==> src/rtl/fir_inverse_if.sv <==
// Sample/coefficient handshake and result bundle for the inverse FIR stage.
interface fir_inverse_if #(
   parameter int W = 16
) ();
   logic                en;
   logic signed [W-1:0] Y;
   logic signed [W-1:0] g;
   logic signed [W-1:0] b1;
   logic signed [W-1:0] X;
   logic                valid;
   logic                busy;
   logic                sat;
   logic                overrun;

   modport master (
      output en, Y, g, b1,
      input  X, valid, busy, sat, overrun
   );

   modport slave (
      input  en, Y, g, b1,
      output X, valid, busy, sat, overrun
   );
endinterface

==> src/rtl/fir_inverse.sv <==
// Inverse 2-tap FIR: x[n] = g*(y[n] - b1*x[n-1]), one shared multiplier
// time-multiplexed across a 4-state FSM (IDLE -> FB -> GAIN -> OUT).
module fir_inverse #(
   parameter int W    = 16,
   parameter int FRAC = 15
) (
   input logic        clk,
   input logic        rst,
   fir_inverse_if.slave bus
);
   localparam int PW = 2*W + 2;
   localparam int RW = PW - FRAC;

   localparam logic [1:0] S_IDLE = 2'd0;
   localparam logic [1:0] S_FB   = 2'd1;
   localparam logic [1:0] S_GAIN = 2'd2;
   localparam logic [1:0] S_OUT  = 2'd3;

   logic [1:0]            r_state;
   logic signed [W-1:0]   r_y;
   logic signed [W-1:0]   r_g;
   logic signed [W-1:0]   r_b1;
   logic signed [W-1:0]   r_xprev;
   logic signed [W-1:0]   r_x;
   logic signed [W+1:0]   r_e;
   logic signed [RW-1:0]  r_r;
   logic                  r_valid;
   logic                  r_sat;
   logic                  r_ovr;

   logic signed [W-1:0]   w_ma;
   logic signed [W+1:0]   w_mb;
   logic signed [PW-1:0]  w_prod;
   logic signed [RW-1:0]  w_psh;
   logic signed [W+1:0]   w_e;
   logic                  w_hi;
   logic                  w_lo;
   logic signed [W-1:0]   w_xsat;
   logic                  w_unused;

   // Single multiplier: b1*x_prev in FB, g*e otherwise
   always_comb begin
      w_ma = r_g;
      w_mb = r_e;
      if (r_state == S_FB) begin
         w_ma = r_b1;
         w_mb = {{2{r_xprev[W-1]}}, r_xprev};
      end
   end

   assign w_prod   = PW'(w_ma) * PW'(w_mb);
   assign w_psh    = w_prod[PW-1:FRAC];
   assign w_unused = ^w_prod[FRAC-1:0];

   assign w_e = {{2{r_y[W-1]}}, r_y} - w_psh[W+1:0];

   // Out of range when the bits above the W-bit sign disagree with it
   assign w_hi   = ~r_r[RW-1] & (|r_r[RW-2:W-1]);
   assign w_lo   =  r_r[RW-1] & ~(&r_r[RW-2:W-1]);
   assign w_xsat = w_hi ? {1'b0, {(W-1){1'b1}}} :
                   w_lo ? {1'b1, {(W-1){1'b0}}} :
                          r_r[W-1:0];

   always_ff @(posedge clk) begin
      if (rst) begin
         r_state <= S_IDLE;
         r_y     <= '0;
         r_g     <= '0;
         r_b1    <= '0;
         r_xprev <= '0;
         r_x     <= '0;
         r_e     <= '0;
         r_r     <= '0;
         r_valid <= 1'b0;
         r_sat   <= 1'b0;
         r_ovr   <= 1'b0;
      end else begin
         r_valid <= 1'b0;
         if (bus.en && r_state != S_IDLE)
            r_ovr <= 1'b1;
         case (r_state)
            S_IDLE: begin
               if (bus.en) begin
                  r_y     <= bus.Y;
                  r_g     <= bus.g;
                  r_b1    <= bus.b1;
                  r_state <= S_FB;
               end
            end
            S_FB: begin
               r_e     <= w_e;
               r_state <= S_GAIN;
            end
            S_GAIN: begin
               r_r     <= w_psh;
               r_state <= S_OUT;
            end
            S_OUT: begin
               r_x     <= w_xsat;
               r_xprev <= w_xsat;
               r_sat   <= w_hi | w_lo;
               r_valid <= 1'b1;
               r_state <= S_IDLE;
            end
            default: r_state <= S_IDLE;
         endcase
      end
   end

   assign bus.X       = r_x;
   assign bus.valid   = r_valid;
   assign bus.busy    = (r_state != S_IDLE);
   assign bus.sat     = r_sat;
   assign bus.overrun = r_ovr;
endmodule

==> src/flat_wrapper.sv <==
// flat-port wrapper written by rule: the top's interface ports become plain ports
module fir_inverse_flat 
#(
   parameter int W    = 16,
   parameter int FRAC = 15
)
  (clk, rst, bus_en, bus_Y, bus_g, bus_b1, bus_X, bus_valid, bus_busy, bus_sat, bus_overrun);
  fir_inverse_if #(.W(W)) bus_i ();
  input logic clk;
  input logic rst;
  input wire logic [$bits(bus_i.en)-1:0] bus_en;
  input wire logic [$bits(bus_i.Y)-1:0] bus_Y;
  input wire logic [$bits(bus_i.g)-1:0] bus_g;
  input wire logic [$bits(bus_i.b1)-1:0] bus_b1;
  output wire logic [$bits(bus_i.X)-1:0] bus_X;
  output wire logic [$bits(bus_i.valid)-1:0] bus_valid;
  output wire logic [$bits(bus_i.busy)-1:0] bus_busy;
  output wire logic [$bits(bus_i.sat)-1:0] bus_sat;
  output wire logic [$bits(bus_i.overrun)-1:0] bus_overrun;
  assign bus_i.en = bus_en;
  assign bus_i.Y = bus_Y;
  assign bus_i.g = bus_g;
  assign bus_i.b1 = bus_b1;
  assign bus_X = bus_i.X;
  assign bus_valid = bus_i.valid;
  assign bus_busy = bus_i.busy;
  assign bus_sat = bus_i.sat;
  assign bus_overrun = bus_i.overrun;
  fir_inverse #(.W(W), .FRAC(FRAC)) u_core (.clk(clk), .rst(rst), .bus(bus_i));
endmodule
==> config.mk <==
export PLATFORM = sky130hd
export DESIGN_NAME = fir_inverse_flat
export DESIGN_NICKNAME = d
export VERILOG_FILES = /design/src/rtl/fir_inverse_if.sv /design/src/rtl/fir_inverse.sv /design/src/flat_wrapper.sv
export SDC_FILE = /design/constraint.sdc
export NUM_CORES = 1
export LEC_CHECK = 0
export ABC_AREA = 1
export CORE_UTILIZATION = 35
export DETAILED_ROUTE_END_ITERATION = 16
export PLACE_DENSITY = 0.6
export SYNTH_ARGS = -nofsm -noshare
export SYNTH_HDL_FRONTEND = slang
export SYNTH_SLANG_ARGS = --single-unit
==> constraint.sdc <==
create_clock -name clk -period 18.3 [get_ports clk]
set_clock_uncertainty 0.15 [all_clocks]
set_input_delay 3.66 -clock clk [delete_from_list [all_inputs] [get_ports clk]]
set_output_delay 3.66 -clock clk [all_outputs]
set_load 0.02 [all_outputs]
==> results.cfg, run 1 <==
[outcome]
status = finished, final reports clean

[worst_setup_path]
crit_required_ns = 18.36
start_kind = flop
crit_path_top_delay_cell = fa_1
path_class = reg -> reg
r2r-end = u_core.r_e[12]$_SDFFE_PP0P_
max_stage_delay_ns = 0.55
rrSetupSlack_ns = 8.29
cp-end-kind = flop
arrival_ns = 10.07
reg2regPathDepth = 43
worstPathMaxFanout = 57
crit_top_cell = nand2_1
r2r-start = u_core.r_state[1]$_SDFFE_PP0P_

[finish]
multi_input_area_mm2 = 0.0117
stdcell_area_mm2 = 0.0176
layout-drive-gt1-share_pct = 3.66
area_growth_pct = 10.4
nNetsFinal = 2563
n_fill_cell = 4598
register_area_mm2 = 0.00212
n_antenna_cell = 0

[die]
dieArea_mm2 = 0.0464
die_h_um = 215
start_util_pct = 35.7
row_count = 77
io_pins = 71
core_area_mm2 = 0.0446
die_w_um = 215

[sta]
max_freq_mhz = 99.9
worst_pin_slew_ns = 1.17
setup_viol = 0
setup_ws_ns = 8.29
max_slew_margin_pct = 21.7
min_period_ns = 10.01
finalMaxSlewViolations = 0
rsz0062_at_grt = no
fin_setup_tns_ns = 0
period_share_pct = 54.7
final-hold-violation-count = 0

[detailed_routing]
via_per_inst = 4.89
dr_total_vias = 13300
totalWireLength_mm = 47.4
ant_nets = 0
firstDrtPassIters = 5
wl_per_cell_um = 17.4
drt_iter0_drc = 1023
drc = 0

[grt]
grtUsageMet2_pct = 34.6
overflow = 0
grt_pass1_wl_mm = 75.3
top_usage_layer = met2
antenna_found_initial = 0
grt_pass1_vias = 13900
grtUsageTotal_pct = 21.0
grtUsageMet1_pct = 28.2
met3_usage_pct = 2.96
grt_max_degree = 74

[run]
maxCapViolCount = 0

[synthesis]
ys_ff_latch = 106
synth_edf_count = 0
avgSynthCellArea_um2 = 7.66
netlist_instances = 2080
yosysUniqueCellTypes = 42
synthFlopType = dfxtp_1
syn_area_mm2 = 0.0159
ys_warn_count = 0
synth.largest_area_cell = fa_1
syn-num-nets = 2519
ys_seq_area_share_pct = 13.3
synth_top_area_share_pct = 36.4
async_reset_ff_share_pct = 0
synth_area_leaders = fa_1, dfxtp_1, inv_1, nand2_1, ha_1

[clock_network]
cts_tree = done
cts_setup_buffers = 0
cts_resized = 0
clock-sinks = 106
clk-insertion-delay-late_ns = 0.36
hold_buffers = 0
clkTransAtPathRegs_ns = 0.07
cts_root_buf = clkbuf_16
cts-buffers-inserted = 9
ctsLongestPathBuffers = 2
htree_levels = 3

[placed_design]
dp_hpwl_mm = 39.5
place_ws_ns = 8.50
port_buffers = 70
gp_congestion = 0.958
place_area_mm2 = 0.0173

[worst_hold_path]
worstHoldEndpoint = u_core.r_g[3]$_SDFFE_PP0P_
hold_depth = 2
min_path_type = reg -> reg
hp-start = u_core.r_g[3]$_SDFFE_PP0P_
state kept, by name (all words and copies together), names as in the netlist:
| register | count |
|---|---|
| u_core.bus.X | 16 |
| u_core.bus.overrun | 1 |
| u_core.bus.sat | 1 |
| u_core.bus.valid | 1 |
| u_core.r_b1 | 16 |
| u_core.r_e | 18 |
| u_core.r_g | 16 |
| u_core.r_r | 19 |
| u_core.r_state | 2 |
| u_core.r_y | 16 |
worst max-delay path, delay by kind of cell (launching register included):
| kind | cells | cell delay (ns) |
|---|---|---|
| fa+ha+maj | 10 | 4.15 |
| simple gates | 15 | 1.85 |
| buf+inv | 10 | 1.83 |
| compound gates | 7 | 0.95 |
| xor+xnor | 1 | 0.54 |
| flops | 1 | 0.33 |
layer usage:
metal	vias up	share of wire, %
met3	95	7.3
met2	507	46
li1	6239	-
met4	0	3.1
met5	-	0
met1	6478	43
worst max-delay path by stage:
| stage | slack [ns] | startpoint | to |
|---|---|---|---|
| 2_1_floorplan | 10.21 | u_core.r_state[1]$_SDFFE_PP0P_ | u_core.r_e[16]$_SDFFE_PP0P_ |
| 5_1_grt | 7.87 | u_core.r_state[1]$_SDFFE_PP0P_ | u_core.r_e[12]$_SDFFE_PP0P_ |
| 6_report | 8.29 | u_core.r_state[1]$_SDFFE_PP0P_ | u_core.r_e[12]$_SDFFE_PP0P_ |
| 3_3_place_gp | 8.57 | u_core.r_state[1]$_SDFFE_PP0P_ | u_core.r_e[12]$_SDFFE_PP0P_ |
| 3_5_place_dp | 8.50 | u_core.r_state[1]$_SDFFE_PP0P_ | u_core.r_e[12]$_SDFFE_PP0P_ |
| 4_1_cts | 8.46 | u_core.r_state[1]$_SDFFE_PP0P_ | u_core.r_e[12]$_SDFFE_PP0P_ |
cells in the final DEF (no fill, tap or decap), types with 2 or more instances in the layout:
cell type and n:
and3_1 3, o21bai_1 9, nor3_1 4, clkdlybuf4s50_1 70, buf_4 21, a21o_1 2, nand2_1 387, nand3_2 8
xor2_1 13, nand4_1 7, o211ai_1 13, dfxtp_1 106, nor2_1 235, ha_1 97, clkbuf_8 2, o21a_1 3
clkinvlp_4 2, a21oi_1 110, o21ai_2 3, o21ai_0 101, xnor2_1 13, clkinv_1 6, nand3b_1 3, nand2_4 2
nand3_1 45, nor4_1 2, nand2_2 22, a31oi_1 6, o21ai_1 9, fa_1 290, clkbuf_1 2, clkbuf_16 9
inv_1 511
cell usage after synthesis, types with 4 or more instances:
master	number
o211ai_1	13
nor2_1	235
buf_1	5
ha_1	98
nand2_1	388
dfxtp_1	106
fa_1	290
nand2_2	21
nand3_2	8
xnor2_1	13
o21ai_0	104
inv_1	511
nand3_1	45
clkbuf_1	50
a21oi_1	110
a31oi_1	6
nor3_1	4
clkinv_1	6
o21bai_1	9
nand4_1	7
xor2_1	13
o21ai_1	6
cell families after synthesis:
group	count (synthesis)	share of synthesized area (%)
buffers and inverters	576	13.6
XOR/XNOR	27	1.53
AO/OA/AOI/OAI	260	8.81
AND/OR/NAND/NOR	723	18.6
flip-flops	106	13.3
adder cells (fa/ha/maj)	388	44.1
layout make-up:
class | instances | share of cell area, %
tap | 592 | 4.21
clock buffer | 13 | 1.48
multi-input combinational | 1398 | 66.2
clock inverter | 3 | 0.135
inverter | 518 | 11.0
timing repair buffer | 91 | 4.88
sequential | 106 | 12.1
per-stage QoR:
step / util (%) / cells / hold WS, ns
after global routing: 39.5 / 2721 / 0.321
after global placement: 38.8 / 2705 / 0.285
after detailed placement: 38.8 / 2705 / 0.291
after CTS: 39.5 / 2721 / 0.300
after floorplan: - / 2080 / 0.274
final: 39.5 / 2721 / 0.297
Power of run 1 is not shown: default switching activity piles up to over one toggle a cycle in this logic, so the estimate is an artifact.
==> inputs of run 2 (changes only) <==
PLACE_DENSITY = 0.62   (was 0.6)
clock period = 8.6 ns   (was 18.3 ns; I/O delays follow)
==> run 2 against run 1 <==
- hold slack improved by 0.0086 ns
- utilization up 2.2 points
- via count increased by 3.1%
- non-clock buffer count up 89
- register-to-register slack lost 8.0 ns
- sequential cell count unchanged
- cell count up 3.3%
- sequential share of layout area down 0.63 points
- first-iteration DRC count up 5.1%
- die area is the same
- highest routed layer unchanged
==> results.cfg, run 2 (synthesis gave the netlist of run 1 again) <==
[outcome]
status = finished, final reports clean

[worst_setup_path]
path_class = reg -> reg
crit_start = u_core.r_state[1]$_SDFFE_PP0P_
crit_top_cell = nand2_1
worstPathMaxFanout = 21
crit_required_ns = 8.68
r2r-end = u_core.r_e[13]$_SDFFE_PP0P_
start_kind = flop
cp-end-kind = flop
rrSetupSlack_ns = 0.26
max_stage_delay_ns = 0.57
reg2regPathDepth = 36
crit_end = u_core.r_e[13]$_SDFFE_PP0P_
arrival_ns = 8.42
crit_path_top_delay_cell = fa_1
r2r-start = u_core.r_state[1]$_SDFFE_PP0P_

[detailed_routing]
ant_nets = 0
totalWireLength_mm = 49.7
drc = 0
drt_iter0_drc = 1075
via_per_inst = 4.89
firstDrtPassIters = 5
dr_total_vias = 13700
wl_per_cell_um = 17.7

[finish]
layout-drive-gt1-share_pct = 9.51
mostFrequentLayoutCell = inv_1
n_antenna_cell = 0
nNetsFinal = 2653
fin_cells = 2811
area_growth_pct = 16.6
top_regs = u_core.r_r: 19 flops, u_core.r_e: 18 flops
largest_register_ffs = 19
mostFrequentLayoutCells = inv_1, nand2_1, fa_1
n_fill_cell = 4561
regMostFlops = u_core.r_r

[placed_design]
port_buffers = 70
dp.cells = 2781
dp_hpwl_mm = 42.1
gp_congestion = 0.997

[clock_network]
ctsLongestPathBuffers = 2
clock-sinks = 106
cts_tree = done
cts_root_buf = clkbuf_16
cts-buffers-inserted = 9
clk-insertion-delay-late_ns = 0.36
htree_levels = 3
hold_buffers = 0
clkTransAtPathRegs_ns = 0.08

[sta]
fin_setup_tns_ns = 0
max_slew_margin_pct = 34.8
period_share_pct = 97.0
finalMaxSlewViolations = 0
final-hold-violation-count = 0
worst_pin_slew_ns = 0.971
max_freq_mhz = 120
min_period_ns = 8.34
setup_viol = 0

[grt]
overflow = 0
grt_pass1_wl_mm = 77.3
grtUsageTotal_pct = 21.6
grt_pass1_vias = 14200
antenna_found_initial = 0
grt_max_degree = 73

[die]
core_area_mm2 = 0.0446
io_pins = 71
row_count = 77
die_w_um = 215
dieArea_mm2 = 0.0464
start_util_pct = 35.7
die_h_um = 215

[worst_hold_path]
min_path_type = reg -> reg

[run]
maxCapViolCount = 0
[run 2: cell types whose count changed in the layout (fill, tap and decap cells not counted), moves of 7 or more]
cell	delta
inv_2	+7
nand2_1	-9
buf_4	+78
inv_1	-10
o21ai_0	-7
nand2_2	+7
[run 2: worst max-delay path, delay by kind of cell (launching register included)]
family,cells,cell delay [ns]
buf+inv,8,1.20
simple gates,10,1.17
flops,1,0.34
compound gates,8,1.32
fa+ha+maj,9,3.91
xor+xnor,1,0.10
[run 2: worst min path at each step]
stage / startpoint / end / slack [ns] / cells after the start
global placement: u_core.r_g[3]$_SDFFE_PP0P_ / u_core.r_g[3]$_SDFFE_PP0P_ / 0.28 / 2
global route: u_core.r_g[15]$_SDFFE_PP0P_ / u_core.r_g[15]$_SDFFE_PP0P_ / 0.32 / 2
floorplan: u_core.r_g[10]$_SDFFE_PP0P_ / u_core.r_g[10]$_SDFFE_PP0P_ / 0.27 / 2
CTS: u_core.r_g[15]$_SDFFE_PP0P_ / u_core.r_g[15]$_SDFFE_PP0P_ / 0.30 / 2
finish: u_core.r_g[15]$_SDFFE_PP0P_ / u_core.r_g[15]$_SDFFE_PP0P_ / 0.31 / 2
detailed placement: u_core.r_g[15]$_SDFFE_PP0P_ / u_core.r_g[15]$_SDFFE_PP0P_ / 0.29 / 2
[run 2: cell type report]
class / instances / area, µm² / share of cell area [%]
sequential: 106 / 2120 / 11.4
multi-input combinational: 1398 / 11800 / 63.7
clock inverter: 6 / 70.1 / 0.377
clock buffer: 10 / 239 / 1.29
timing repair buffer: 180 / 1610 / 8.65
tap: 592 / 741 / 3.99
inverter: 518 / 1960 / 10.5
timing repair inverter: 1 / 7.51 / 0.0404
[run 2: what timing repair did]
item,4_1_cts,5_1_grt
gates resized for setup,1,74
setup endpoints to repair,3,11
gates cloned,0,4
setup buffers,0,10
pin swaps,0,5
[run 2: through the flow]
stage	setup WS (ns)	util, %	instance area, µm²	hold slack, ns
floorplan	0.508	-	15900	0.274
finish	0.260	41.7	18600	0.306
global placement	0.0907	40.2	17900	0.284
global route	-0.0184	41.7	18600	0.322
detailed placement	-0.0660	40.2	17900	0.289
CTS	0.00570	40.9	18200	0.301
[run 2: per-layer routing]
layer,vias up,global-route usage [%],wire length (µm)
met2,476,35.5,23100
met5,-,0,0
met1,6742,28.5,21300
li1,6428,-,-
met4,0,8.35,1760
met3,86,3.28,3500
Power of run 2 is left out for the same reason.
